File: config.mk
export PLATFORM = sky130hd
export DESIGN_NAME = beat_sequencer
export DESIGN_NICKNAME = d
export VERILOG_FILES = /design/src/rtl/beat_sequencer.sv
export SDC_FILE = /design/constraint.sdc
export NUM_CORES = 1
export LEC_CHECK = 0
export CAP_MARGIN = 20
export CORE_AREA = 3 3 41 43
export CTS_BUF_LIST = sky130_fd_sc_hd__clkbuf_8
export DETAILED_ROUTE_END_ITERATION = 16
export DIE_AREA = 0 0 44 46
export DONT_BUFFER_PORTS = 1
export MAX_ROUTING_LAYER = met4
export PLACE_DENSITY = 0.71
export SKIP_LAST_GASP = 1
export SLEW_MARGIN = 15
export SYNTH_ARGS = -nofsm -noshare
export SYNTH_HDL_FRONTEND = slang
export SYNTH_SLANG_ARGS = --single-unit
File: constraint.sdc
create_clock -name t3 -period 2.8 [get_ports t3]
set_input_delay 0.14 -clock t3 [delete_from_list [all_inputs] [get_ports t3]]
set_output_delay 0.14 -clock t3 [all_outputs]
set_load 0.005 [all_outputs]
File: src/rtl/beat_sequencer.sv
`timescale 1ns/1ps
// Beat generator for the hardwired controller: one-hot W1/W2/W3 strobes,
// short/long instruction shaping, stop/step halting and an instruction counter.
module beat_sequencer #(
    parameter int CNT_W = 8
) (
    input  logic             t3,
    input  logic             clr,
    input  logic             qd,
    input  logic             step_mode,
    input  logic             short,
    input  logic             long,
    input  logic             stop,
    output logic             w1,
    output logic             w2,
    output logic             w3,
    output logic             running,
    output logic             instr_done,
    output logic [CNT_W-1:0] instr_cnt
);

    typedef enum logic [1:0] {W1, W2, W3} beat_t;

    beat_t beat, beat_nxt;
    logic  halted, qd_q;
    logic  qd_rise, eoi, halt_nxt;

    always_comb begin
        qd_rise  = qd & ~qd_q;
        beat_nxt = beat;
        eoi      = 1'b0;
        case (beat)
            W1: begin
                if (short) eoi = 1'b1;
                else       beat_nxt = W2;
            end
            W2: begin
                if (long) beat_nxt = W3;
                else begin
                    beat_nxt = W1;
                    eoi      = 1'b1;
                end
            end
            default: begin
                beat_nxt = W1;
                eoi      = 1'b1;
            end
        endcase
        halt_nxt = stop | (eoi & step_mode);
    end

    // The beat advances even when halting, so resume picks up the following beat.
    always_ff @(negedge t3 or negedge clr) begin
        if (!clr) begin
            beat       <= W1;
            halted     <= 1'b1;
            qd_q       <= 1'b0;
            w1         <= 1'b0;
            w2         <= 1'b0;
            w3         <= 1'b0;
            running    <= 1'b0;
            instr_done <= 1'b0;
            instr_cnt  <= '0;
        end else begin
            qd_q       <= qd;
            instr_done <= 1'b0;
            if (halted) begin
                if (qd_rise) begin
                    halted  <= 1'b0;
                    running <= 1'b1;
                    w1      <= (beat == W1);
                    w2      <= (beat == W2);
                    w3      <= (beat == W3);
                end
            end else begin
                beat    <= beat_nxt;
                halted  <= halt_nxt;
                running <= ~halt_nxt;
                w1      <= (beat_nxt == W1) & ~halt_nxt;
                w2      <= (beat_nxt == W2) & ~halt_nxt;
                w3      <= (beat_nxt == W3) & ~halt_nxt;
                if (eoi) begin
                    instr_cnt  <= instr_cnt + 1'b1;
                    instr_done <= 1'b1;
                end
            end
        end
    end

endmodule

# Yosys cells after proc, flatten, opt, wreduce, memory -nomap -nowiden
# Cells that the tools add are included.
# totals
in_bits	7
elab_cells	45
reg_bits	17
out_inout_bits	13
# op_classes
muxes	18
n_reduce_logical	3
eq_ne	5
add_sub_neg	1
bitwise_logic	9
# ops
cell	n
$mux 1	14
$add 8x1->8 const B	1
$and 1x1->1	5
$eq 2x1->1 const B	2
$eq 2x2->1 const B	2
$logic_not 2->1	2
$mux 2	2
$pmux 2 s2	1
$not 1->1	3
$ne 2x1->1 const B	1
$pmux 1 s2	1
$reduce_and 2->1	1
$or 1x1->1	1

# Logic depth before layout (Yosys ltp)
# depth
ltp_word	7
ltp_mapped	5
ltp_nobuf	4

==> summary.md <==
The run finished with clean final reports. The area of the core was 1334 µm². The run gives 69 as the cell count after synthesis. Overall power consumption after layout is estimated at 0.9629 mW. The tools report the post-cts gate resize count as 0.

The tools report the internal cell power as 0.6073 mW. Global routing finished with a remaining overflow of 0. For the switching power, the log shows 0.3556 mW. The number of endpoints with negative hold slack in the final report is 0, and the data arrival time of the critical path is 2180 ps. The worst-margin pin slew was 244.0 ps.

The tools report the startpoint type of the worst setup path as a register. Number of endpoints failing setup at the final stage: 0. Setup repair after global routing left no endpoint under its margin. The logs give 0.188 for the power share of the clock group and 0 for the hold buffer count at CTS. The area share of the largest cell type after synthesis works out to 0.5136. The maximum level of the CTS H-tree came out at 1. The run gives 0.524 as the register share of total power. The logs give 522 for the number of global-route vias before repair and 0 for the count of antenna diodes in the layout. The total die area is 2024 µm², and the net count reported at finish is 81. The final antenna-violating net count came out at 0.

By area the synthesized netlist is led by sky130_fd_sc_hd__dfrtn_1 51%, sky130_fd_sc_hd__xor2_1 4.5%, sky130_fd_sc_hd__dfstp_2 3.4%. The number of core rows was 13; the number of library cell types mapped by synthesis was 30. The area taken by flip-flops and latches is 426.7 µm². The fraction of final layout cells with drive strength greater than 1 is 0.1389, and the number of storage elements in the synthesis netlist is 17. TritonCTS built the clock tree. The count of warnings emitted by yosys came out at 0.

The number of maximum-capacitance constraint violations was 0. Setup clock skew after layout: 45.00 ps. The portion of total power attributed to combinational logic came out at 0.288. For the number of buffers inserted during clock tree synthesis, the log shows 3. The clock passes through at most 2 buffers. The first global-routing pass estimated 2221 µm of wire. Remaining max-slew budget at the tightest pin: 0.8373.

The worst setup path is captured at a primary output. Along the worst path, the maximum fanout reaches 5. The number of sinks on the clock net is 17, and the worst hold slack after final layout is 449.2 ps. The routed design has 1319 µm of wire. The instance count on the critical path came out at 0. Power spread over the standard cell area amounts to 1149 nW/µm². The critical path in this run is classified as register to primary output. The tools report the final weighted congestion in routability-driven placement as 0.7219. Adding up every negative setup slack in the final design gives 0 ps.

At the later pin of the worst-skew pair, clock insertion delay measures 310 ps. Once placement completed, the tool counted placed cells totaling 83. The logs give 14 for the initial detailed-routing violation count and 2660 ps for the required time at the endpoint of the critical path. The utilization of the core after routing is 0.6285.

In the final routed layout, each cell accounts on average for 15.16 µm. The largest net degree at the start of global routing is 18, and the number of fill cells is 99. The floorplan step set the die height to 46 µm. Library cell with the largest summed area after synthesis: sky130_fd_sc_hd__dfrtn_1. The number of antenna violations at the first check in global routing came out at 0. The register area share after synthesis was 0.5474; the register clock-pin slew on the reported worst setup and hold paths was 50 ps. For the overall track demand over capacity in global routing, the log shows 0.1617. In the routed design, unresolved DRC markers number 0. Ratio of routed vias to standard cells: 5.989.

Number of port buffers: 0. Synthesis produced a netlist with a net count of 77. 20 I/O pins were placed. The initial core utilization is 0.5844. In this run the worst hold path is classified as register to register.

The area added between synthesis and finish is 7.544%. In this run the post-CTS setup repair buffer count came out at 0. The total vias in the final route is 521, and the die extent in x is 44 µm. The switching part of the total power was 0.3693. The static leakage was 0.3714 nW; the mapped cell area was 779.5 µm².

The final cell count without fillers was 87; the largest vdd supply drop was 0.5158 mV. In the final layout, the multi-input gates occupy 334.1 µm². The logs give 0 for the final count of pins violating max slew and 4 for the count of TritonRoute iterations in the first routing pass. Counting cells, the worst reg-to-reg path comes to 3. The instance count along the most critical hold path came out at 1. CTS root buffer: sky130_fd_sc_hd__clkbuf_8. The HPWL after detailed placement is 962.3 µm.

A synthesized cell averages 11.30 µm².
registers in the layout (all words and copies together) (netlist names):
name	count
instr_cnt	8
running	1
beat	2
w2	1
qd_q	1
halted	1
w3	1
instr_done	1
w1	1
area by class of cell:
class	instances	share of cell area
Sequential cell	17	0.5090
Tap cell	15	0.02239
Multi-Input combinational cell	48	0.3985
Inverter	2	0.01194
Clock inverter	2	0.008955
Clock buffer	3	0.04925
cell families after synthesis:
family,Yosys count,share of synthesized area
AO/OA/AOI/OAI,12,0.1204
XOR/XNOR,7,0.07865
adder cells (fa/ha/maj),1,0.01605
buffers and inverters,4,0.02408
flip-flops,17,0.5474
multiplexers,1,0.01445
AND/OR/NAND/NOR,27,0.1991
layer usage:
layer	track usage	routed length (µm)	vias up
met1	0.1897	597	246
met2	0.2267	571	24
met5	-	0	-
met4	0.09036	23	0
met3	0.07510	127	4
li1	-	-	247
path summary, 6_finish.rpt:
check                           slack [ps]           end         start
worst max-delay path                   480  instr_cnt[2]  instr_cnt[2]
worst min-delay path                   450  instr_cnt[6]  instr_cnt[6]
worst max register to register        1390  instr_cnt[7]        halted
worst min register to register         450  instr_cnt[6]  instr_cnt[6]
max in group asynchronous             1700        halted           clr
min in group asynchronous              850  instr_cnt[4]           clr
layout by cell type (no fill, tap or decap), drive strengths merged:
cell type and instances:
o221a 1, ha 1, o21ai 2, a31oi 2
nand4b 1, and4bb 1, clkbuf 3, o31ai 1
a21oi 4, dfstp 1, xnor2 3, nand4 2
nand3b 1, nor3 2, mux2 1, nand2 7
nand3 1, nand2b 3, dfrtn 16, and3 2
nor2 7, inv 4, a311o 1, xor2 4
o21a 1
power by group through the flow:
stage               sequential, mW  combinational (mW)  clock, mW
floorplan                    0.465               0.259    0.00447
global placement             0.506               0.272    0.00447
detailed placement           0.511               0.275    0.00447
CTS                          0.509               0.279      0.186
global route                 0.527               0.314      0.198
finish                       0.504               0.278      0.181
stage by stage:
step	area, µm²	setup slack (ps)
final	838.3	483.1
after detailed placement	793.3	278.7
after floorplan	779.5	342.2
after global routing	838.3	467.0
after global placement	793.3	304.1
after CTS	838.3	482.8
cell usage after synthesis, drive strengths merged:
cell type	n
dfrtn	16
nor2	7
xor2	4
and4bb	1
and3	2
nand2b	3
nand3	1
a21oi	4
o31ai	1
nor3	2
nand4	2
o221a	1
o21ai	2
dfstp	1
xnor2	3
buf	1
o21a	1
a31oi	2
inv	3
nand4b	1
a311o	1
nand3b	1
ha	1
mux2	1
nand2	7
No activity file was read; power rests on OpenSTA's default activity.
